**config.mk**
```make
export PLATFORM = sky130hd
export DESIGN_NAME = game_rate_ctrl_flat
export DESIGN_NICKNAME = d
export VERILOG_FILES = /design/src/rtl/game_rate_if.sv /design/src/rtl/game_rate_ctrl.sv /design/src/flat_wrapper.sv
export SDC_FILE = /design/constraint.sdc
export NUM_CORES = 1
export LEC_CHECK = 0
export ABC_CLOCK_PERIOD_IN_PS = 2300
export CAP_MARGIN = 20
export CELL_PAD_IN_SITES_DETAIL_PLACEMENT = 0
export CELL_PAD_IN_SITES_GLOBAL_PLACEMENT = 1
export CORE_MARGIN = 5
export CORE_UTILIZATION = 25
export CTS_BUF_LIST = sky130_fd_sc_hd__clkbuf_8
export DETAILED_ROUTE_END_ITERATION = 6
export PLACE_DENSITY = 0.47
export SYNTH_ARGS = -nofsm -noshare
export SYNTH_HDL_FRONTEND = slang
export SYNTH_SLANG_ARGS = --single-unit
```
**constraint.sdc**
```tcl
create_clock -name clk -period 2.3 [get_ports clk]
set_input_delay 0.345 -clock clk [delete_from_list [all_inputs] [get_ports clk]]
set_output_delay 0.345 -clock clk [all_outputs]
set_load 0.03 [all_outputs]
```
**src/rtl/game_rate_if.sv**
```systemverilog
// Handshake bundle between the rate controller and its neighbours: buttons,
// score pulses and the returned game clock in; rate select and strobes out.
interface game_rate_if;
  logic       btn_up;
  logic       btn_down;
  logic       score_tick;
  logic       clk_game;
  logic [1:0] clk_rate;
  logic       rate_pending;
  logic       game_step;

  modport master (
    output btn_up, btn_down, score_tick, clk_game,
    input  clk_rate, rate_pending, game_step
  );

  modport slave (
    input  btn_up, btn_down, score_tick, clk_game,
    output clk_rate, rate_pending, game_step
  );
endinterface

```
**src/rtl/game_rate_ctrl.sv**
```systemverilog
// Game rate controller: debounced speed buttons set a target rate that is
// applied to the divider only on a clk_game rising edge. Score-driven
// auto-speedup is built only when GAME_RATE_AUTO_SPEEDUP_EN is defined.
module game_rate_ctrl #(
  parameter int DEBOUNCE_CYCLES = 1000000,
  parameter int SCORE_PER_LEVEL = 16,
  parameter int CNT_W           = 20
) (
  input  logic      clk,
  input  logic      rst_n,
  game_rate_if.slave bus
);

  localparam int NB = 2;  // bit 0 = up, bit 1 = down

  typedef enum logic {IDLE, PENDING} state_t;

  logic [NB-1:0]            btn_s1, btn_s2, lvl, lvl_d, evt;
  logic [NB-1:0][CNT_W-1:0] cnt;
  logic                     up_evt, down_evt, lvl_evt;
  logic                     g_s1, g_s2, g_prev, game_edge, game_step;
  logic [1:0]               target, target_nxt, clk_rate, clk_rate_nxt;
  logic                     rate_pending, load;
  int                       sum;
  state_t                   state, state_nxt;

  always_ff @(posedge clk or negedge rst_n) begin
    if (!rst_n) begin
      btn_s1 <= '0;
      btn_s2 <= '0;
    end else begin
      btn_s1 <= {bus.btn_down, bus.btn_up};
      btn_s2 <= btn_s1;
    end
  end

  // A level is accepted only after DEBOUNCE_CYCLES consecutive mismatching cycles.
  always_ff @(posedge clk or negedge rst_n) begin
    if (!rst_n) begin
      cnt   <= '0;
      lvl   <= '0;
      lvl_d <= '0;
    end else begin
      lvl_d <= lvl;
      for (int b = 0; b < NB; b++) begin
        if (btn_s2[b] == lvl[b]) begin
          cnt[b] <= '0;
        end else if (cnt[b] == CNT_W'(DEBOUNCE_CYCLES - 1)) begin
          lvl[b] <= btn_s2[b];
          cnt[b] <= '0;
        end else begin
          cnt[b] <= cnt[b] + 1'b1;
        end
      end
    end
  end

  assign evt      = lvl & ~lvl_d;
  assign up_evt   = evt[0];
  assign down_evt = evt[1];

`ifdef GAME_RATE_AUTO_SPEEDUP_EN
  localparam int SC_W = (SCORE_PER_LEVEL > 1) ? $clog2(SCORE_PER_LEVEL) : 1;
  logic [SC_W-1:0] score_cnt;
  logic            score_wrap;

  assign score_wrap = (score_cnt == SC_W'(SCORE_PER_LEVEL - 1));
  assign lvl_evt    = bus.score_tick & score_wrap;

  always_ff @(posedge clk or negedge rst_n) begin
    if (!rst_n)              score_cnt <= '0;
    else if (bus.score_tick) score_cnt <= score_wrap ? '0 : score_cnt + 1'b1;
  end
`else
  logic unused_score_tick;
  assign unused_score_tick = bus.score_tick;
  assign lvl_evt           = 1'b0;
`endif

  always_comb begin
    sum = int'(target) + int'(up_evt) + int'(lvl_evt) - int'(down_evt);
    if (sum < 0)      target_nxt = 2'd0;
    else if (sum > 3) target_nxt = 2'd3;
    else              target_nxt = 2'(sum);
  end

  // game_edge is registered so the strobe lands a fixed 4 clk after clk_game rises.
  always_ff @(posedge clk or negedge rst_n) begin
    if (!rst_n) begin
      g_s1      <= 1'b0;
      g_s2      <= 1'b0;
      g_prev    <= 1'b0;
      game_edge <= 1'b0;
      game_step <= 1'b0;
    end else begin
      g_s1      <= bus.clk_game;
      g_s2      <= g_s1;
      g_prev    <= g_s2;
      game_edge <= g_s2 & ~g_prev;
      game_step <= game_edge;
    end
  end

  always_ff @(posedge clk or negedge rst_n) begin
    if (!rst_n) state <= IDLE;
    else        state <= state_nxt;
  end

  always_comb begin
    state_nxt = state;
    case (state)
      IDLE:    if (target != clk_rate) state_nxt = PENDING;
      PENDING: if (target == clk_rate || game_edge) state_nxt = IDLE;
      default: state_nxt = IDLE;
    endcase
  end

  always_comb begin
    load         = (state == PENDING) && (target != clk_rate) && game_edge;
    clk_rate_nxt = load ? target : clk_rate;
  end

  // rate_pending tracks the post-update mismatch so it is clear right after a load.
  always_ff @(posedge clk or negedge rst_n) begin
    if (!rst_n) begin
      target       <= 2'd0;
      clk_rate     <= 2'd0;
      rate_pending <= 1'b0;
    end else begin
      target       <= target_nxt;
      clk_rate     <= clk_rate_nxt;
      rate_pending <= (target_nxt != clk_rate_nxt);
    end
  end

  assign bus.clk_rate     = clk_rate;
  assign bus.rate_pending = rate_pending;
  assign bus.game_step    = game_step;

endmodule
```
**src/flat_wrapper.sv**
```systemverilog
// flat-port wrapper written by rule: the top's interface ports become plain ports
module game_rate_ctrl_flat 
#(
  parameter int DEBOUNCE_CYCLES = 1000000,
  parameter int SCORE_PER_LEVEL = 16,
  parameter int CNT_W           = 20
)
  (clk, rst_n, bus_btn_up, bus_btn_down, bus_score_tick, bus_clk_game, bus_clk_rate, bus_rate_pending, bus_game_step);
  game_rate_if bus_i ();
  input  logic clk;
  input  logic rst_n;
  input wire logic [$bits(bus_i.btn_up)-1:0] bus_btn_up;
  input wire logic [$bits(bus_i.btn_down)-1:0] bus_btn_down;
  input wire logic [$bits(bus_i.score_tick)-1:0] bus_score_tick;
  input wire logic [$bits(bus_i.clk_game)-1:0] bus_clk_game;
  output wire logic [$bits(bus_i.clk_rate)-1:0] bus_clk_rate;
  output wire logic [$bits(bus_i.rate_pending)-1:0] bus_rate_pending;
  output wire logic [$bits(bus_i.game_step)-1:0] bus_game_step;
  assign bus_i.btn_up = bus_btn_up;
  assign bus_i.btn_down = bus_btn_down;
  assign bus_i.score_tick = bus_score_tick;
  assign bus_i.clk_game = bus_clk_game;
  assign bus_clk_rate = bus_i.clk_rate;
  assign bus_rate_pending = bus_i.rate_pending;
  assign bus_game_step = bus_i.game_step;
  game_rate_ctrl #(.DEBOUNCE_CYCLES(DEBOUNCE_CYCLES), .SCORE_PER_LEVEL(SCORE_PER_LEVEL), .CNT_W(CNT_W)) u_core (.clk(clk), .rst_n(rst_n), .bus(bus_i));
endmodule
```
==> out/results.env, run 1 <==
RESULT_OF_THE_RUN='finished clean'
YOSYS.AREA_SHARE.XOR_XNOR_PCT=10.0
COUNT_OF_PINS_ON_THE_BLOCK_BOUNDARY=10
NUMBER_OF_GLOBAL_ROUTE_VIAS_BEFORE_REPAIR=1887
PLACE_INST=413
POST_SYNTH.CELL_AREA_AVG_UM2=11.0
POST_SYNTH_INSTANCE_AREA_UM2=2880
CTS-ROOT-TO-SINK-BUFFERS=2
H-TREE-DEPTH=3
GP_CONGESTION=0.694
WL_UM=5540
CELLPOWERDENSITY_nW_PER_UM2=604
HOLD_BUFFERS=0
DRT-VIAS-PER-INSTANCE=4.48
GRT_PASS1_WL_UM=9740
SYNTH.FF_LATCH_COUNT=59
SYN_NETS=276
SETUP.WORST_PATH.END_CLASS='register'
WORST_SKEW_PAIR.LATE_LATENCY_NS=0.33
ROW_COUNT=39
ANTENNA_FOUND_INITIAL=0
POST_ROUTE_CELLS_DRIVE_ABOVE_1_SHARE_PCT=15.0
CP_SLOWEST_STAGE_DELAY_NS=0.38
SYNTH.YOSYS.WARNINGS=0
MAIN_COMBINATIONAL_CELL_FAMILY_BY_AREA_AFTER_SYNTHESIS='simple AND/OR/NAND/NOR gates'
DIE_W_UM=117
FINAL_HOLD_VIOL_COUNT=0
USE_MET3_PCT=3.70
LEAKAGE_nW=1.40
P_SWITCHING_W=0.000492
WORST_SETUP_HOLD_PATH_CLK_SLEW_NS=0.07
PLACED_CELL_AREA_UM2=3150
FINAL.MIN_CLOCK_PERIOD_NS=2.14
SYNTH_SIMPLE_GATE_AREA_SHARE_PCT=24.5
CORE_AREA_UM2=11400
SETUP_VIOLATIONS=0
DRT_PRE_ANTENNA_ITERS=4
FINAL_CRITICAL_PATH_SETUP_SLACK_NS=0.160
PRE_CTS_SLACK_NS=0.108
DIE_AREA_UM2=13800
DP.FINAL_HPWL_UM=3790
PATH_CELLS='nor2b_1 > ha_1 > inv_1 > ha_1 > ha_1 > ha_1 > nor2b_1 > a22oi_2 > and2_1 > o21ai_0'
AREA_DELTA_SYNTH_FINAL_PCT=16.4
FINAL_DESIGN_AREA_NO_FILL_UM2=3350
WORST_SLEW_MARGIN_REL_PCT=73.6
YS_ASYNC_SR_FRACTION_PCT=100
SETUP_REPAIR_AFTER_GLOBAL_ROUTING_MISSED_ITS_MARGIN='false'
TIMING.CRITICAL_PATH.SLOWEST_STAGE_CELL='sky130_fd_sc_hd__dfrtp_1'
MAX_SLEW.WORST_PIN.SLEW_NS=0.395
FIN_TNS_SETUP_NS=0
DIE_SPAN_Y_UM=117
SYNTHESIZED_AREA_FRACTION_OCCUPIED_BY_ADDER_CELLS_PCT=3.91
TIMING.SETUP.CRITICAL_PATH_CLASS='reg2reg'
NUM-FILL-CELLS=1173
CLOCK_ROOT_BUFFER_MASTER='sky130_fd_sc_hd__clkbuf_8'
CLOCK_NETWORK_FRACTION_OF_TOTAL_POWER_PCT=43.4
CTS.REPAIR_TIMING.SETUP_BUFFER_COUNT=0
STARTPOINT_TYPE='register'
LAYOUT.CELLS.MOST_COMMON_LIST='sky130_fd_sc_hd__dfrtp_1 (59), sky130_fd_sc_hd__nor2_1 (33), sky130_fd_sc_hd__nand3_1 (17), sky130_fd_sc_hd__xnor2_1 (17), sky130_fd_sc_hd__xor2_1 (16)'
SYNTH_CELLS=261
WORST_EP_ARRIVAL_TIME_NS=2.39
GR-USAGE-MET1_PCT=12.1
START_UTIL_PCT=25.3
ANTENNA_CELLS=0
GROUTE.USAGE.OVERALL_PCT=9.15
WL_PER_CELL_UM=12.9
CELLINTERNALPOWER_W=0.00153
FMAX_GHz=0.467
HOLDCRITPATHCLASS='in2async'
NETSWITCHINGFRACTION_PCT=24.3
CPMOSTUSEDCELL='sky130_fd_sc_hd__ha_1'
FINAL-MAX-SLEW-VIOLATION-COUNT=0
GRT.BUSIEST_LAYER='met2'
CTS_INSERTED_BUFFERS=9
FIN_SKEW_NS=0.0122
TIMING.FINAL.CRIT_SHARE_PCT=93.1
COMMONEST_NON_FILL_NON_TAP_CELL_IN_THE_LAYOUT='sky130_fd_sc_hd__dfrtp_1'
CTS_NUM_SINKS=59
SYNTH_ENABLE_FLOP_CELLS=0
SYNTH_CELL_TYPE_COUNT=43
DESIGN.FINAL.NETS=296
GRT_START_MAX_NET_PINS=60
P_COMB_SHARE_PCT=3.7
TRITONCTS='yes'
SYNTH.MUX.AREA_FRACTION_PCT=1.91
DR_TOTAL_VIAS=1923
POST_LAYOUT_NONFILLER_INSTANCES=429
DRC_ERRORS=0
IO_BUFFER_COUNT=8
GR-USAGE-MET2_PCT=13.6
YOSYSSEQAREASHARE_PCT=51.3
SYNTH_COMPOUND_AREA_SHARE_PCT=5.65
GLOBALROUTEOVERFLOWTOTAL=0
LAYOUT.CORE_UTILIZATION_PCT=29.5
DETAILEDROUTE.FIRSTITERATIONVIOLATIONS=98
ANTENNA_LEFT=0
LARGEST_DRIVER_FANOUT_ON_THE_CRITICAL_PATH=3
CRITICAL_PATH_REQUIRED_NS=2.55
MAX-CAP-VIOLATIONS=0
MAX-VDD-IR-DROP_V=0.000215
POWER_FRAC_SEQ_PCT=52.8
SYNTH_FF_TYPE='sky130_fd_sc_hd__dfrtp_1'
==> cell families (layout without fill, tap and decap cells) <==
| group | after synthesis | count (layout) |
|---|---|---|
| AO/OA/AOI/OAI | 21 | 21 |
| XOR/XNOR | 33 | 33 |
| adder cells (fa/ha/maj) | 9 | 9 |
| buffers and inverters | 15 | 40 |
| flip-flops | 59 | 59 |
| multiplexers | 5 | 5 |
| AND/OR/NAND/NOR | 119 | 119 |
==> path summary, 6_finish.rpt <==
| kind | to | cells past startpoint | startpoint | slack (ns) |
|---|---|---|---|---|
| min reg2reg | u_core.btn_s2[1] | 0 | u_core.btn_s1[1] | 0.35 |
| min | u_core.state | 2 | rst_n | 0.01 |
| max in group asynchronous | u_core.cnt[5] | 2 | rst_n | 2.00 |
| max | u_core.bus.rate_pending | 10 | u_core.lvl[0] | 0.16 |
| max reg2reg | u_core.bus.rate_pending | 10 | u_core.lvl[0] | 0.16 |
| min in group clk | u_core.btn_s2[1] | 0 | u_core.btn_s1[1] | 0.35 |
==> power groups by stage <==
stage | clock, W | sequential (W) | combinational (W)
2_1_floorplan | 0 | 0.00109 | 0.0000322
3_3_place_gp | 0 | 0.00109 | 0.0000792
3_5_place_dp | 0 | 0.00109 | 0.0000784
4_1_cts | 0.000935 | 0.00107 | 0.0000785
5_1_grt | 0.000990 | 0.00107 | 0.0000873
6_report | 0.000879 | 0.00107 | 0.0000752
==> worst max-delay path, delay by kind of cell, from the launching register on <==
family	cells	cell delay, ns
AOI/OAI and AO/OA	2	0.24
and+or+nand+nor	3	0.48
adders and majority gates	4	0.92
DFF	1	0.38
buffers and inverters	1	0.04
==> metal layers <==
metal  wire, um  up-vias
met2       2450       14
met3        182        5
met1       2860      930
li1           -      974
met4         52        0
met5          0        -
==> Yosys cell counts (2+ instances only) <==
library cell / n / area, um2
sky130_fd_sc_hd__xor2_1: 16 / 140
sky130_fd_sc_hd__and3_1: 5 / 31.3
sky130_fd_sc_hd__nor2_1: 33 / 124
sky130_fd_sc_hd__o21ai_0: 4 / 20.0
sky130_fd_sc_hd__ha_1: 9 / 113
sky130_fd_sc_hd__o31ai_1: 3 / 22.5
sky130_fd_sc_hd__nor4_1: 11 / 68.8
sky130_fd_sc_hd__mux2_2: 4 / 45.0
sky130_fd_sc_hd__and2_1: 2 / 12.5
sky130_fd_sc_hd__nand4_1: 7 / 43.8
sky130_fd_sc_hd__nand3_2: 3 / 30.0
sky130_fd_sc_hd__or4_1: 3 / 22.5
sky130_fd_sc_hd__nand2_1: 9 / 33.8
sky130_fd_sc_hd__and4_1: 6 / 52.6
sky130_fd_sc_hd__nor2b_1: 4 / 25.0
sky130_fd_sc_hd__xnor2_1: 17 / 149
sky130_fd_sc_hd__buf_4: 3 / 22.5
sky130_fd_sc_hd__nor3_1: 3 / 15.0
sky130_fd_sc_hd__a22oi_1: 2 / 15.0
sky130_fd_sc_hd__a21oi_1: 8 / 40.0
sky130_fd_sc_hd__nand4b_1: 3 / 26.3
sky130_fd_sc_hd__inv_1: 9 / 33.8
sky130_fd_sc_hd__or3_1: 2 / 12.5
sky130_fd_sc_hd__nand3_1: 17 / 85.1
sky130_fd_sc_hd__nand2_2: 2 / 12.5
sky130_fd_sc_hd__dfrtp_1: 59 / 1480
==> final cells by class <==
class | instances | area (um2) | share of cell area (%)
Timing Repair Buffer | 15 | 140 | 4.18
Tap cell | 143 | 179 | 5.34
Multi-Input combinational cell | 187 | 1330 | 39.8
Sequential cell | 59 | 1480 | 44.1
Inverter | 9 | 33.8 | 1.01
Clock buffer | 11 | 151 | 4.52
Clock inverter | 5 | 36.3 | 1.08
==> flip-flops by register name (all words and copies together) (netlist names), 2 cells and up <==
register             cells
u_core.btn_s1            2
u_core.btn_s2            2
u_core.bus.clk_rate      2
u_core.cnt              40
u_core.lvl               2
u_core.lvl_d             2
u_core.target            2
==> per-stage QoR <==
step	hold slack, ns	total power [W]
4_1_cts	0.00789	0.00208
5_1_grt	0.00853	0.00215
3_5_place_dp	0.337	0.00117
6_report	0.0135	0.00202
2_1_floorplan	0.0494	0.00112
3_3_place_gp	0.333	0.00117
==> timing repair <==
action | 4_1_cts | 5_1_grt
resized for setup | 0 | 2
setup endpoints to repair | 0 | 1
endpoints found under the hold margin | 0 | 0
No activity file was read; power rests on OpenSTA's default activity.
==> run 2, diff against run 1 <==
CORE_MARGIN = 2   (was 5)
==> run 2 against run 1 <==
Effect of this change: critical path depth unchanged; sequential share of layout area down 0.73 points; core utilization up 0.62 points; critical path type unchanged; largest cell class unchanged.
==> out/results.env, run 2 (synthesis gave the netlist of run 1 again) <==
WL_UM=5770
P_TOTAL_W=0.00221
CLOCK_NETWORK_FRACTION_OF_TOTAL_POWER_PCT=48.2
DIE_AREA_UM2=12400
CTS_INSERTED_BUFFERS=9
DRT-VIAS-PER-INSTANCE=4.58
SETUP.WORST_PATH.END_CLASS='register'
AREA_DELTA_SYNTH_FINAL_PCT=18.4
CLOCK_ROOT_BUFFER_MASTER='sky130_fd_sc_hd__clkbuf_8'
WORST_SETUP_HOLD_PATH_CLK_SLEW_NS=0.07
CP_SLOWEST_STAGE_DELAY_NS=0.39
MET2ROUTEDLENGTH_UM=2610
ANTENNA_LEFT=0
RESULT_OF_THE_RUN='finished clean'
DR_TOTAL_VIAS=1970
NUMBER_OF_FLIP_FLOPS_UNDER_THE_LARGEST_REGISTER_NAME=40
TIMING.CRITICAL_PATH.SLOWEST_STAGE_CELL='sky130_fd_sc_hd__dfrtp_1'
LEAKAGE_nW=1.43
DETAILEDROUTE.FIRSTITERATIONVIOLATIONS=68
P_COMB_SHARE_PCT=3.4
FINAL_HOLD_VIOL_COUNT=0
SETUP_VIOLATIONS=0
MAX_FLOP_REGISTER='u_core.cnt'
HIGHEST-SIGNAL-LAYER='met4'
FIN_TNS_SETUP_NS=0
DIE_W_UM=111
ROUTE.LAYER.MET1.WL_UM=2870
CORE_AREA_UM2=11300
MAX-CAP-VIOLATIONS=0
STARTPOINT_TYPE='register'
WORST_EP_ARRIVAL_TIME_NS=2.40
COUNT_OF_PINS_ON_THE_BLOCK_BOUNDARY=10
TIMING.FINAL.CRIT_SHARE_PCT=94.4
ANTENNA_CELLS=0
FINAL.MIN_CLOCK_PERIOD_NS=2.17
CRITICAL_PATH_REQUIRED_NS=2.52
PATH_CELLS='nor2b_2 > ha_2 > inv_1 > ha_2 > ha_1 > ha_1 > nor2b_2 > a22oi_2 > xnor2_1 > o21ai_1'
GRT_PASS1_WL_UM=10400
MAX-VDD-IR-DROP_V=0.000234
POST_LAYOUT_NONFILLER_INSTANCES=430
DRT_PRE_ANTENNA_ITERS=4
FIN_SKEW_NS=0.0133
NETSWITCHINGFRACTION_PCT=23.3
LAYOUT.CELLS.MOST_COMMON_LIST='sky130_fd_sc_hd__dfrtp_1 (59), sky130_fd_sc_hd__nor2_1 (33), sky130_fd_sc_hd__nand3_1 (17), sky130_fd_sc_hd__xnor2_1 (17), sky130_fd_sc_hd__xor2_1 (16)'
WL_PER_CELL_UM=13.4
POST_ROUTE_CELLS_DRIVE_ABOVE_1_SHARE_PCT=16.4
FINAL-MAX-SLEW-VIOLATION-COUNT=0
FIN_WORST_HOLD_SLACK_NS=0.362
DP.FINAL_HPWL_UM=3950
NUMBER_OF_GLOBAL_ROUTE_VIAS_BEFORE_REPAIR=2087
DESIGN.FINAL.NETS=297
TIMING.SETUP.CRITICAL_PATH_CLASS='reg2reg'
COMMONEST_NON_FILL_NON_TAP_CELL_IN_THE_LAYOUT='sky130_fd_sc_hd__dfrtp_1'
ROW_COUNT=39
CRITPATHTOPFAMILY='adder cells'
START_UTIL_PCT=25.4
GLOBALROUTEOVERFLOWTOTAL=0
CRIT_BUF_INV=1
DIE_SPAN_Y_UM=111
WORST_SKEW_PAIR.LATE_LATENCY_NS=0.34
H-TREE-DEPTH=3
CTS-ROOT-TO-SINK-BUFFERS=2
CTS_NUM_SINKS=59
TRITONCTS='yes'
PLACE_INST=411
GROUTE.USAGE.OVERALL_PCT=10.5
CELLPOWERDENSITY_nW_PER_UM2=650
CELLINTERNALPOWER_W=0.00170
GP_CONGESTION=0.691
IO_BUFFER_COUNT=8
LARGEST_DRIVER_FANOUT_ON_THE_CRITICAL_PATH=3
ANTENNA_FOUND_INITIAL=0
POWER_FRAC_SEQ_PCT=48.3
DRC_ERRORS=0
P_SWITCHING_W=0.000515
FMAX_GHz=0.461
WORST_SLEW_MARGIN_REL_PCT=63.7
HOLDCRITPATHCLASS='reg2reg'
GRT_START_MAX_NET_PINS=39
MET3WIRELENGTH_UM=204
MAX_SLEW.WORST_PIN.SLEW_NS=0.545
## run 2: cell types whose count changed in the layout (fill, tap and decap cells not counted), sizes merged
cell,previous run,this run
clkinvlp,3,0
bufinv,0,2
clkbuf,11,9
dlygate4sd3,0,1
clkinv,1,4
## run 2: layout make-up
cell class | count | area, um2
fill | 1195 | 7910
sequential | 59 | 1480
inverter | 9 | 33.8
timing repair buffer | 16 | 150
clock buffer | 9 | 124
clock inverter | 7 | 100
tap | 143 | 179
multi-input combinational | 187 | 1340
## run 2: metrics by stage
stage          util [%]  setup WS [ns]  instance area, um2
2_1_floorplan         -          0.205                2880
3_3_place_gp       27.7         0.0779                3140
3_5_place_dp       27.7         0.0407                3140
4_1_cts            29.8         0.0395                3370
5_1_grt            30.1      -0.000204                3410
6_report           30.1          0.129                3410
## run 2: per-layer routing
layer / GRT usage [%] / vias up
met5: 0 / -
met4: 3.46 / 0
met3: 3.50 / 6
met2: 15.9 / 20
met1: 14.0 / 969
li1: - / 975
## run 2: path summary, 6_finish.rpt
path	startpoint	end	slack, ns	cells after the start
min	u_core.btn_s1[0]	u_core.btn_s2[0]	0.36	0
min reg2reg	u_core.btn_s1[0]	u_core.btn_s2[0]	0.36	0
max in group asynchronous	rst_n	u_core.cnt[38]	1.17	3
max reg2reg	u_core.lvl[0]	u_core.bus.rate_pending	0.13	10
max	u_core.lvl[0]	u_core.bus.rate_pending	0.13	10
min in group asynchronous	rst_n	u_core.bus.clk_rate[1]	0.52	2
## run 2: worst register-to-register path, cell delays in order (launching register included)
cell and delay, ns:
sky130_fd_sc_hd__dfrtp_1 0.39, sky130_fd_sc_hd__nor2b_2 0.15, sky130_fd_sc_hd__ha_2 0.30, sky130_fd_sc_hd__inv_1 0.04, sky130_fd_sc_hd__ha_2 0.17, sky130_fd_sc_hd__ha_1 0.19
sky130_fd_sc_hd__ha_1 0.26, sky130_fd_sc_hd__nor2b_2 0.17, sky130_fd_sc_hd__a22oi_2 0.18, sky130_fd_sc_hd__xnor2_1 0.13, sky130_fd_sc_hd__o21ai_1 0.08
## run 2: power groups by stage
stage / logic [W] / clock network, W / registers [W]
after floorplan: 0.0000322 / 0 / 0.00109
final: 0.0000759 / 0.00107 / 0.00107
after global routing: 0.0000891 / 0.00116 / 0.00107
after CTS: 0.0000803 / 0.00111 / 0.00107
after detailed placement: 0.0000789 / 0 / 0.00109
after global placement: 0.0000777 / 0 / 0.00109
## run 2: what timing repair did
item,in CTS,in global routing
gates resized for setup,0,7
hold buffers,1,0
setup buffers,0,2
endpoints found under the hold margin,19,0
endpoints found under the setup margin,0,1
==> run 3, diff against run 2 <==
CAP_MARGIN = default   (was 20)
==> results of run 3 <==
Final layout, timing and power as in run 2 (identical DEF).
